## src/rtl/execute_stage_controller.sv

```systemverilog
// Execute-stage sequencer: takes one decoded op from decode, runs the executor for 1 or
// MUL_LAT/DIV_LAT cycles, then holds the captured result for the memory stage.
package execute_stage_pkg;
  typedef struct packed {
    logic [3:0] alu_op;
    logic       mem_read;
    logic       mem_write;
    logic       reg_write;
    logic       branch;
    logic       jump_signal;
  } control_signals_struct;
endpackage

// state | meaning
// IDLE  | empty, ready to accept from decode
// EXEC  | executor enabled; window counter runs down to 0, then waits for ex_done
// HOLD  | captured result presented to memory stage until out_ready
module execute_stage_controller
  import execute_stage_pkg::*;
#(
  parameter int XLEN    = 64,
  parameter int MUL_LAT = 3,
  parameter int DIV_LAT = 8
) (
  input  logic                  clk,
  input  logic                  reset,
  input  logic                  in_valid,
  output logic                  in_ready,
  input  logic [XLEN-1:0]       in_pc,
  input  logic [XLEN-1:0]       in_rs1,
  input  logic [XLEN-1:0]       in_rs2,
  input  control_signals_struct in_ctrl,
  input  logic [1:0]            in_kind,
  output logic                  ex_enable,
  output logic [XLEN-1:0]       ex_pc,
  output logic [XLEN-1:0]       ex_rs1,
  output logic [XLEN-1:0]       ex_rs2,
  output control_signals_struct ex_ctrl,
  input  logic                  ex_done,
  input  logic [XLEN-1:0]       ex_result,
  input  logic                  ex_jump,
  input  logic [XLEN-1:0]       ex_target,
  output logic                  out_valid,
  input  logic                  out_ready,
  output logic [XLEN-1:0]       out_result,
  output logic [XLEN-1:0]       out_pc,
  output control_signals_struct out_ctrl,
  output logic                  redirect_valid,
  output logic [XLEN-1:0]       redirect_pc,
  input  logic                  flush,
  output logic                  busy
);

  localparam int CNT_MAX = (MUL_LAT > DIV_LAT) ? MUL_LAT : DIV_LAT;
  localparam int CNT_W   = (CNT_MAX > 1) ? $clog2(CNT_MAX) : 1;

  typedef enum logic [1:0] {IDLE, EXEC, HOLD} state_t;

  state_t                state, state_nxt;
  logic [CNT_W-1:0]      cnt_q, cnt_load;
  logic [XLEN-1:0]       pc_q, rs1_q, rs2_q, result_q, target_q;
  control_signals_struct ctrl_q;
  logic                  jump_q, first_hold_q;
  logic                  accept, complete;

  always_comb begin
    in_ready  = !flush && ((state == IDLE) || ((state == HOLD) && out_ready));
    accept    = in_valid && in_ready;
    complete  = (state == EXEC) && (cnt_q == '0) && ex_done;
    state_nxt = state;
    case (in_kind)
      2'b01:   cnt_load = CNT_W'(MUL_LAT - 1);
      2'b10:   cnt_load = CNT_W'(DIV_LAT - 1);
      default: cnt_load = '0;
    endcase
    case (state)
      IDLE:    if (accept) state_nxt = EXEC;
      EXEC:    if (complete) state_nxt = HOLD;
      HOLD:    if (out_ready) state_nxt = accept ? EXEC : IDLE;
      default: state_nxt = IDLE;
    endcase
    if (flush) state_nxt = IDLE;
  end

  always_ff @(posedge clk) begin
    if (reset) begin
      state        <= IDLE;
      cnt_q        <= '0;
      pc_q         <= '0;
      rs1_q        <= '0;
      rs2_q        <= '0;
      ctrl_q       <= '0;
      result_q     <= '0;
      target_q     <= '0;
      jump_q       <= 1'b0;
      first_hold_q <= 1'b0;
    end else begin
      state <= state_nxt;
      if (accept) begin
        pc_q   <= in_pc;
        rs1_q  <= in_rs1;
        rs2_q  <= in_rs2;
        ctrl_q <= in_ctrl;
        cnt_q  <= cnt_load;
      end else if ((state == EXEC) && (cnt_q != '0)) begin
        cnt_q <= cnt_q - CNT_W'(1);
      end
      // A flush landing on the completion cycle discards the result entirely.
      if (complete && !flush) begin
        result_q <= ex_result;
        jump_q   <= ex_jump;
        target_q <= ex_target;
      end
      first_hold_q <= complete && !flush;
    end
  end

  always_comb begin
    ex_enable            = (state == EXEC);
    ex_pc                = pc_q;
    ex_rs1               = rs1_q;
    ex_rs2               = rs2_q;
    ex_ctrl              = ctrl_q;
    out_valid            = (state == HOLD) && !flush;
    out_result           = result_q;
    out_pc               = pc_q;
    out_ctrl             = ctrl_q;
    out_ctrl.jump_signal = jump_q;
    // Redirect fires once on HOLD entry, never again while memory stalls.
    redirect_valid       = (state == HOLD) && first_hold_q && jump_q && !flush;
    redirect_pc          = redirect_valid ? target_q : '0;
    busy                 = (state != IDLE);
  end

endmodule

```

## config.mk

```make
export PLATFORM = sky130hd
export DESIGN_NAME = execute_stage_controller
export DESIGN_NICKNAME = d
export VERILOG_FILES = /design/src/rtl/execute_stage_controller.sv
export SDC_FILE = /design/constraint.sdc
export NUM_CORES = 1
export LEC_CHECK = 0
export BUFFER_PORTS_ARGS = -buffer_cell sky130_fd_sc_hd__buf_2
export CAP_MARGIN = 5
export CORE_AREA = 2 2 290 292
export CTS_CLUSTER_SIZE = 30
export DETAILED_ROUTE_END_ITERATION = 8
export DIE_AREA = 0 0 292 294
export SYNTH_ARGS = -nofsm -noshare
export SYNTH_HDL_FRONTEND = slang
export SYNTH_SLANG_ARGS = --single-unit
export TNS_END_PERCENT = 50
```

## constraint.sdc

```tcl
create_clock -name clk -period 3.5 [get_ports clk]
set_input_delay 0.525 -clock clk [delete_from_list [all_inputs] [get_ports clk]]
set_output_delay 0.525 -clock clk [all_outputs]
set_load 0.02 [all_outputs]
```

==> results of run 1 <==
cells in the final DEF, fill, tap and decap left out, types with 2 or more instances in the layout:
master      Yosys  routed
nand2_1       258     258
inv_1           4       4
and2_1         65      65
nand2b_1        3       2
o31ai_1       202     202
nand4_1       201     201
nand3_1         3       3
or2_2           2       2
ha_1            3       3
a21oi_1       203     203
clkbuf_1      120       7
clkinvlp_4      0       2
diode_2         0       3
bufinv_16       0       4
buf_12          0      14
dfxtp_1       336     336
inv_6           0       3
nor2_4          0       2
clkbuf_16       0      40
clkbuf_8        0       5
buf_2          43     742
clkinv_2        0       5
nor2_1          3       2
buf_4          78      39
mux2i_1       130     130
buf_6          29       2
cell type report:
cell class / count / area share [%]
well taps: 1080 / 6.61
flip-flops and latches: 336 / 32.9
diodes: 3 / 0.0367
repair buffers: 797 / 21.1
clock inverters: 14 / 0.949
clock buffers: 52 / 5.36
multi-input cells: 1090 / 32.9
inverters: 6 / 0.171
power groups by stage:
stage               Clock, mW  Sequential [mW]  Combinational (mW)
detailed placement          0             4.11                1.15
global route             4.48             4.04                1.25
floorplan                   0             4.24               0.563
global placement            0             4.11                1.15
finish                   4.22             4.03                1.16
CTS                      4.36             4.03                1.16
synth_stat cells, drive strengths merged:
cell type,n
a211oi,1
a21o,1
a21oi,203
a31oi,1
and2,65
and3,1
buf,156
clkbuf,125
clkinv,1
dfxtp,336
ha,3
inv,5
mux2i,130
nand2,258
nand2b,3
nand3,3
nand3b,1
nand4,201
nand4b,1
nor2,4
nor2b,2
nor3,2
nor4,1
o21ai,1
o22a,1
o31ai,202
o32ai,1
o41ai,1
or2,3
critical path, cell delays in order, from the launching register on:
cell and delay [ns]:
dfxtp_1 0.37, or2_4 0.41, nor2_4 0.14, buf_4 0.45, and2_1 0.22, buf_2 0.16
final timing paths:
| check | endpoint | slack [ns] | cells past startpoint |
|---|---|---|---|
| setup reg to reg | out_result[56] | 1.23 | 6 |
| setup / recovery | redirect_pc[35] | 0.59 | 5 |
| hold reg to reg | out_result[61] | 0.45 | 2 |
| hold / removal | out_result[6] | 0.19 | 3 |
registers in the layout (all words and copies together) (netlist names):
signal,count
target_q,64
ex_rs1,64
first_hold_q,1
ex_pc,64
out_result,64
state,2
jump_q,1
ex_rs2,64
cnt_q,3
ex_ctrl,9
metal layers:
layer	GRT usage (%)	wire (µm)
met1	16.4	25400
met2	20.4	27800
met3	3.47	4490
met4	4.09	1410
met5	0	13
cells by family (layout without fill, tap and decap cells):
| kind of cell | count (synthesis) | count (layout) | share of synthesized area [%] |
|---|---|---|---|
| AO/OA/AOI/OAI | 412 | 412 | 17.2 |
| adder cells (fa/ha/maj) | 3 | 3 | 0.249 |
| buffers and inverters | 287 | 869 | 10.9 |
| flip-flops | 336 | 336 | 44.7 |
| multiplexers | 130 | 130 | 8.64 |
| other | 0 | 3 | 0 |
| AND/OR/NAND/NOR | 545 | 545 | 18.3 |
stage by stage:
| step | instance area (µm²) | hold WS (ns) | setup slack [ns] | power [mW] | instances |
|---|---|---|---|---|---|
| floorplan | 15100 | 0.430 | 1.44 | 4.80 | 1713 |
| global placement | 19100 | 0.440 | 0.960 | 5.26 | 3309 |
| detailed placement | 19100 | 0.444 | 0.888 | 5.27 | 3309 |
| CTS | 20400 | 0.151 | 0.543 | 9.55 | 3375 |
| global route | 20400 | 0.168 | 0.433 | 9.77 | 3378 |
| finish | 20400 | 0.195 | 0.591 | 9.41 | 3378 |
==> metrics.md, run 1 <==
| Metric | Value |
|---|---|
| Slew margin rel. | 24.5% |
| Final setup viols | 0 |
| Pre-antenna DRT Iters | 5 |
| First-pass GRT wire length | 86,400 µm |
| CTS tree | done |
| Detail Route Antenna Nets | 0 |
| Status | complete, no violations |
| Final design utilization | 24.7% |
| Psw | around 2.6 mW |
| Clock Sinks | roughly 340 |
| Share of layout cells above drive strength 1 | a little under two fifths |
| Reg2reg start | cnt_q[0] |
| Crit-path max FO | 65 |
| Crit path time final | 2.91 ns |
| Logic gate share of total power | 12.3% |
| Post-Syn Instances | 1,713 |
| Final WL | 59,100 µm |
| Synth Net Count | 2,054 |
| Mean Syn Cell Area | 8.79 µm² |
| Post-synthesis cell type count | 37 |
| Starting Density | 18.2% |
| Peak supply drop | 0.000286 V |
| Synthesized area | 15,100 µm² |
| # DRC | 0 |
| Setup Buffers After CTS | 0 |
| Boundary pin count | 745 |
| Worst slew pin tran | 1.13 ns |
| FP Rows | approximately 110 |
| Hold_sp | ex_result[6] |
| Final period util | 83.1% |
| Post-detail-place hpwl | 42,100 µm |
| Grt ovf | 0 |
| Avg Vias per Cell | 4.43 |
| Clk slew on worst S/H paths | roughly 0.070 ns |
| Gp weighted congestion | 0.827 |
| Vias | 15.0k |
| Yosys warnings | 0 |
| Fmax | 0.344 GHz |
| Clock tree buffer depth | 3 |
| Synth area leaders | dfxtp_1 (45%), o31ai_1 (10%), mux2i_1 (8.6%) |
| Reg power frac | 42.8% |
| Final TNS setup | 0 ns |
| DR WL/cell | 17.5 µm |
| IO buf count | 744 |
| Area delta synth->final | 35.7% |
| Seq/Total Area, Yosys | roughly 45% |
| CP Launch Type | register |
| Clock share of power | 44.9% |
| Nets | 2,611 |
| Root Buffer | clkbuf_16 |
| Iteration-0 DRC Markers | 976 |
| Switch share | 27.1% |
| Die H | 294 µm |
| Final clock skew | 0.0222 ns |
| RSZ-0062 raised after global routing | false |
| Initial antenna violation count | 9 |
| Leakage power figure | 9.03 nW |
| Critical path class | reg -> out |
| Register area | slightly below 7000 µm² |
| Fill count | 9,087 |
| Multi-input gate area | 6730 µm² |
| CTS buffer count | 39 |
| Worst Setup SP | state[0] |
| H-tree depth | 2 |
| Hold Buf Count CTS | 0 |
| CP Capture Type | primary output |
| Worst endpoint data arrival time | 2.38 ns |
| Hold Fails Final Rpt | 0 |
| Vias in the first global route | 14.3k |
| Die area | 85,800 µm² |
| Int Pwr | 6.85 mW |
| Max Slew Vio Count | 0 |
| Pin count of the biggest net entering global routing | between 150 and 200 |
| Core area | 82,900 µm² |
| Clock Latency Late Sink | 0.56 ns |
| Synth area leader | dfxtp_1 |
| Die X | 292 µm |
| Post-cts sizing count | 0 |
| Synthesized flop and latch total | 336 |
| Power Density | 460 nW/µm² |
| Number of max-cap violations | 0 |
| Worst hold path type | in -> reg |
| Yosys top cell area share | 44.7% |
| Overall routing resource usage | 12.7% |
| Worst path required time | 2.97 ns |
Note: power is estimated with default switching activity, not from simulation.
==> inputs of run 2 (changes only) <==
Settings changed: ABC_AREA set to 1, CORE_AREA 2 2 290 292 to 2 2 293 295, DIE_AREA 0 0 292 294 to 0 0 295 297.
Clock period 3.5 ns to 2.91 ns, I/O delays scaled along.
==> metrics.md, run 2 <==
| Metric | Value |
|---|---|
| Status | complete, no violations |
| Starting Density | approximately 16% |
| Area delta synth->final | 42.0% |
| Die H | 297 µm |
| First-pass GRT wire length | ~90,000 µm |
| Clock tree buffer depth | 3 |
| Final setup viols | 0 |
| Post-Syn Instances | a little under 2k |
| Die X | 295 µm |
| Share of layout cells above drive strength 1 | between 30% and 40% |
| Root Buffer | clkbuf_16 |
| Seq/Total Area, Yosys | 48.6% |
| Nets | 2,921 |
| Synth Net Count | between 2k and 2.5k |
| Commonest non-fill, non-tap cell in the layout | buf_2 |
| Gp weighted congestion | 0.854 |
| Core area | 84,500 µm² |
| Multi-input gate area | 5200 µm² |
| CTS buffer count | 42 |
| Synth area leader | dfxtp_1 |
| Vias | 14.5k |
| EDFF count, synth | 0 |
| Final WL | 63,600 µm |
| Post-detail-place hpwl | 49,000 µm |
| Peak supply drop | 0.000403 V |
| CP Capture Type | primary output |
| DR WL/cell | 16.9 µm |
| Synth area leaders | dfxtp_1 (49%), nand2_1 (13%), nor2_1 (8.9%) |
| FP Rows | 107 |
| Most frequent cells in the layout | buf_2 (742), nand2_1 (478), dfxtp_1 (336) |
| Initial antenna violation count | 17 |
| Boundary pin count | 745 |
| Final design utilization | 23.3% |
| Worst slack, placed | ~0.61 ns |
| Fmax | 0.389 GHz |
| Crit-path max FO | between 50 and 60 |
| Vias in the first global route | 13.6k |
| Number of max-cap violations | 0 |
| Clock Sinks | 336 |
| Worst path required time | 2.47 ns |
| Pre-antenna DRT Iters | 5 |
| Synth Flop Type | dfxtp_1 |
| Power Density | 600 nW/µm² |
| Avg Vias per Cell | 3.85 |
| Synthesized area | 13,800 µm² |
| Critical path class | reg -> out |
| Overall routing resource usage | 13.9% |
| # DRC | 0 |
| Die area | 87,600 µm² |
| H-tree depth | 2 |
| CP Launch Type | register |
| Crit path time final | 2.57 ns |
| Slew margin rel. | 32.7% |
| Synthesized flop and latch total | 336 |
| Worst slew pin tran | ~1.0 ns |
| Fill count | ~9.5k |
| Iteration-0 DRC Markers | 678 |
| Mean Syn Cell Area | 6.97 µm² |
| Worst endpoint data arrival time | approximately 2.1 ns |
| Worst hold path type | in -> reg |
| Setup Buffers After CTS | 0 |
| Yosys warnings | 0 |
| Post-synth ARST share | 0% |
| Yosys top cell area share | 48.6% |
| Pin count of the biggest net entering global routing | about 130 |
| Hold Fails Final Rpt | 0 |
| Detail Route Antenna Nets | 0 |
| Setup ws final | 0.339 ns |
| Register area | slightly below 7000 µm² |
| Max Slew Vio Count | 0 |
| Grt ovf | 0 |
| Final clock skew | 0.00977 ns |
| Clk slew on worst S/H paths | 0.06 ns |
| Leakage power figure | 9.51 nW |
| IO buf count | 744 |
| Final TNS setup | 0 ns |
| Most frequent cell after synthesis | nand2_1 |
| Final period util | between 80% and 90% |
| Clock Latency Late Sink | 0.56 ns |
| Post-synthesis cell type count | 18 |
| RSZ-0062 raised after global routing | false |
| CTS tree | done |
| Post-synth top cells | nand2_1 (478), dfxtp_1 (336), nor2_1 (327) |
-- run 2: kinds of logic after synthesis --
logic type               after synthesis  share of synthesized area [%]
AO/OA/AOI/OAI                        203                           7.35
adder cells (fa/ha/maj)                3                          0.271
buffers and inverters                420                           14.0
flip-flops                           336                           48.6
AND/OR/NAND/NOR                     1022                           29.8
-- run 2: repair_timing --
action | in CTS | in global routing
endpoints found under the setup margin | 0 | 2
gates resized for setup | 0 | 1
hold buffers | 0 | 0
-- run 2: critical path: stages (launching register included) --
cell	delay, ns
dfxtp_1	0.34
nor2_2	0.24
nand2_1	0.08
inv_1	0.09
nand3_2	0.15
buf_6	0.29
nor2_1	0.17
buf_2	0.18
-- run 2: per-layer routing --
layer	global-route usage, %	part of all wire [%]	up-vias
li1	-	-	7217
met1	15.3	38	6523
met2	22.8	46	627
met3	7.59	13	92
met4	3.84	2.6	14
met5	0	0.18	-
-- run 2: stage by stage --
| step | instances | cell area, µm² | power [mW] | hold slack (ns) |
|---|---|---|---|---|
| after floorplan | 1984 | 13800 | 5.73 | 0.455 |
| after global placement | 3680 | 18200 | 6.37 | 0.449 |
| after detailed placement | 3680 | 18200 | 6.38 | 0.452 |
| after CTS | 3755 | 19600 | 12.0 | 0.0841 |
| after global routing | 3759 | 19600 | 12.3 | 0.106 |
| final | 3759 | 19600 | 11.8 | 0.136 |
-- run 2: final cells by class --
class | instances | area share, %
inverter | 206 | 3.95
tap | 1144 | 7.29
clock inverter | 18 | 1.23
timing repair buffer | 766 | 20.7
antenna | 4 | 0.0510
clock buffer | 57 | 6.10
sequential | 336 | 34.2
multi-input combinational | 1228 | 26.5
-- run 2: where the power goes --
part | total, mW | switching (mW) | internal, mW | leakage, nW
sequential | 4.86 | 0.101 | 4.76 | 2.73
combinational | 1.39 | 0.909 | 0.484 | 6.08
clock | 5.53 | 2.19 | 3.34 | 0.706
-- run 2: path summary, 6_finish.rpt --
kind	to	slack (ns)	start	cells past startpoint
min reg2reg	ex_rs2[7]	0.46	ex_rs2[7]	2
min	ex_rs1[31]	0.14	in_rs1[31]	3
max reg2reg	out_result[59]	0.90	cnt_q[0]	9
max	redirect_pc[8]	0.34	state[0]	7
==> inputs of run 3 (changes only) <==
Settings changed: CORE_AREA 2 2 293 295 to 2 2 290 292, DIE_AREA 0 0 295 297 to 0 0 292 294.
Clock period 2.91 ns to 3.2 ns, I/O delays scaled along.
==> metrics.md, run 3 (synthesis gave the netlist of run 2 again) <==
| Metric | Value |
|---|---|
| Core area | 82,900 µm² |
| Grt ovf | 0 |
| Hold Crit Depth | 3 |
| Worst hold path type | in -> reg |
| Met2 GRT Util | 24.0% |
| Die H | 294 µm |
| Most frequent cells in the layout | buf_2 (742), nand2_1 (478), dfxtp_1 (336) |
| Reg-to-reg endpoint | out_result[28] |
| Pre-antenna DRT Iters | 4 |
| # DRC | 0 |
| Fill count | 9,398 |
| Starting Density | approximately 17% |
| CTS tree | done |
| Met1 Track Usage GR | 15.0% |
| Pin count of the biggest net entering global routing | 192 |
| Psw | 2.86 mW |
| Max Slew Vio Count | 0 |
| Crit-path max FO | 44 |
| Clock Latency Late Sink | 0.56 ns |
| Overall routing resource usage | approximately 14% |
| First-pass GRT wire length | ~90,000 µm |
| Int Pwr | 7.53 mW |
| Logic gate share of total power | between 10 and 15% |
| Share of layout cells above drive strength 1 | 32.3% |
| Leakage power figure | around 9.5 nW |
| Final setup viols | 0 |
| Reg power frac | a little over two fifths |
| Flop2flop setup slack | between 1 and 1.5 ns |
| Post-cts sizing count | 0 |
| Detail Route Antenna Nets | 0 |
| Worst Setup SP | state[0] |
| Crit path time final | 2.85 ns |
| Peak supply drop | 0.000350 V |
| DR WL/cell | 17.2 µm |
| Worst path required time | 2.72 ns |
| Most Crowded Layer GR | met2 |
| CP Depth | 8 |
| Final TNS setup | 0 ns |
| CP Launch Type | register |
| Clock tree buffer depth | 3 |
| Die X | a little under 300 µm |
| IO buf count | 744 |
| Switch share | 27.5% |
| Initial antenna violation count | 28 |
| Number of max-cap violations | 0 |
| Slew margin rel. | roughly 5.9% |
| Crit path cell chain | nor2_2 > nand2_1 > inv_1 > nand3_2 > buf_12 > buf_4 > nor2_1 > buf_2 |
| Die area | 85,800 µm² |
| CTS buffer count | 41 |
| Area delta synth->final | 41.0% |
| H-tree depth | 2 |
| Final period util | 89.2% |
| Power Density | 533 nW/µm² |
| Commonest non-fill, non-tap cell in the layout | buf_2 |
| Post-DP Area | 18,200 µm² |
| Cell family with most CP delay | buffers and inverters |
| Critical path class | reg -> out |
| CP Capture Type | primary output |
| Buf/Inv on CP | 4 |
| R2R depth | 9 |
| Final clock skew | 0.0154 ns |
| Gp weighted congestion | between 0.8 and 0.9 |
| Root Buffer | clkbuf_16 |
| Worst endpoint data arrival time | 2.37 ns |
| Setup Buffers After CTS | 0 |
| Hold Worst Slack | 0.182 ns |
| Clock share of power | a little under half |
| Iteration-0 DRC Markers | 534 |
| Hold Fails Final Rpt | 0 |
| Status | complete, no violations |
| Hold Buf Count CTS | 0 |
| Fmax | 0.351 GHz |
| GR met3 Demand/Resource | 8.10% |
| Boundary pin count | 745 |
| Clk slew on worst S/H paths | 0.06 ns |
| Slowest CP cell | dfxtp_1 |
| Vias in the first global route | 13.3k |
| Final WL | 63,600 µm |
| Reg2reg start | cnt_q[0] |
| Worst slew pin tran | 1.41 ns |
| Crit path largest cell delay | 0.34 ns |
| Clock Sinks | roughly 340 |
| Avg Vias per Cell | 3.92 |
| Cell area after layout | about 20,000 µm² |
| RSZ-0062 raised after global routing | false |
| FP Rows | 106 |
| Nets | 2,924 |
| Critical Path End | redirect_pc[15] |
| Vias | 14.5k |
| Post-detail-place hpwl | 48,900 µm |
==> run 3: layout make-up <==
type	instances	area [µm²]	share of cell area, %
inverters	206	776	3.98
clock buffers	56	1180	6.08
repair buffers	770	4100	21.0
well taps	1080	1350	6.93
clock inverters	17	156	0.802
multi-input cells	1228	5200	26.7
diodes	3	7.51	0.0385
flip-flops and latches	336	6730	34.5
==> run 3: how the worst min path moves through the flow <==
stage,start,endpoint
after global routing,in_pc[30],ex_pc[30]
after floorplan,target_q[0],target_q[0]
after detailed placement,ex_rs2[27],ex_rs2[27]
after global placement,ex_rs1[21],ex_rs1[21]
final,in_rs1[24],ex_rs1[24]
after CTS,in_pc[30],ex_pc[30]
==> run 3: power groups by stage <==
stage | Combinational, mW | Clock (mW) | Sequential [mW]
after floorplan | 0.561 | 0 | 4.65
after global placement | 1.29 | 0 | 4.50
after detailed placement | 1.29 | 0 | 4.50
after CTS | 1.29 | 4.93 | 4.41
after global routing | 1.39 | 5.06 | 4.43
final | 1.26 | 4.72 | 4.41
==> run 3: worst min-delay path, stage by stage <==
cell	delay, ns
buf_2	0.09
nand3_1	0.06
a21oi_1	0.05
==> run 3: metrics by stage <==
step | std cells | power [mW] | worst slack (ns) | utilization, %
global route | 3694 | 10.9 | 0.169 | 23.5
finish | 3696 | 10.4 | 0.347 | 23.5
floorplan | 1984 | 5.21 | 1.08 | -
detailed placement | 3620 | 5.79 | 0.672 | 21.9
global placement | 3620 | 5.78 | 0.736 | 21.9
CTS | 3693 | 10.6 | 0.303 | 23.5
==> run 3: metal layers <==
metal  share of wire, %  up-vias
met3                 13      100
li1                   -     7234
met2                 47      588
met5               0.24        -
met4                2.1       20
met1                 37     6555
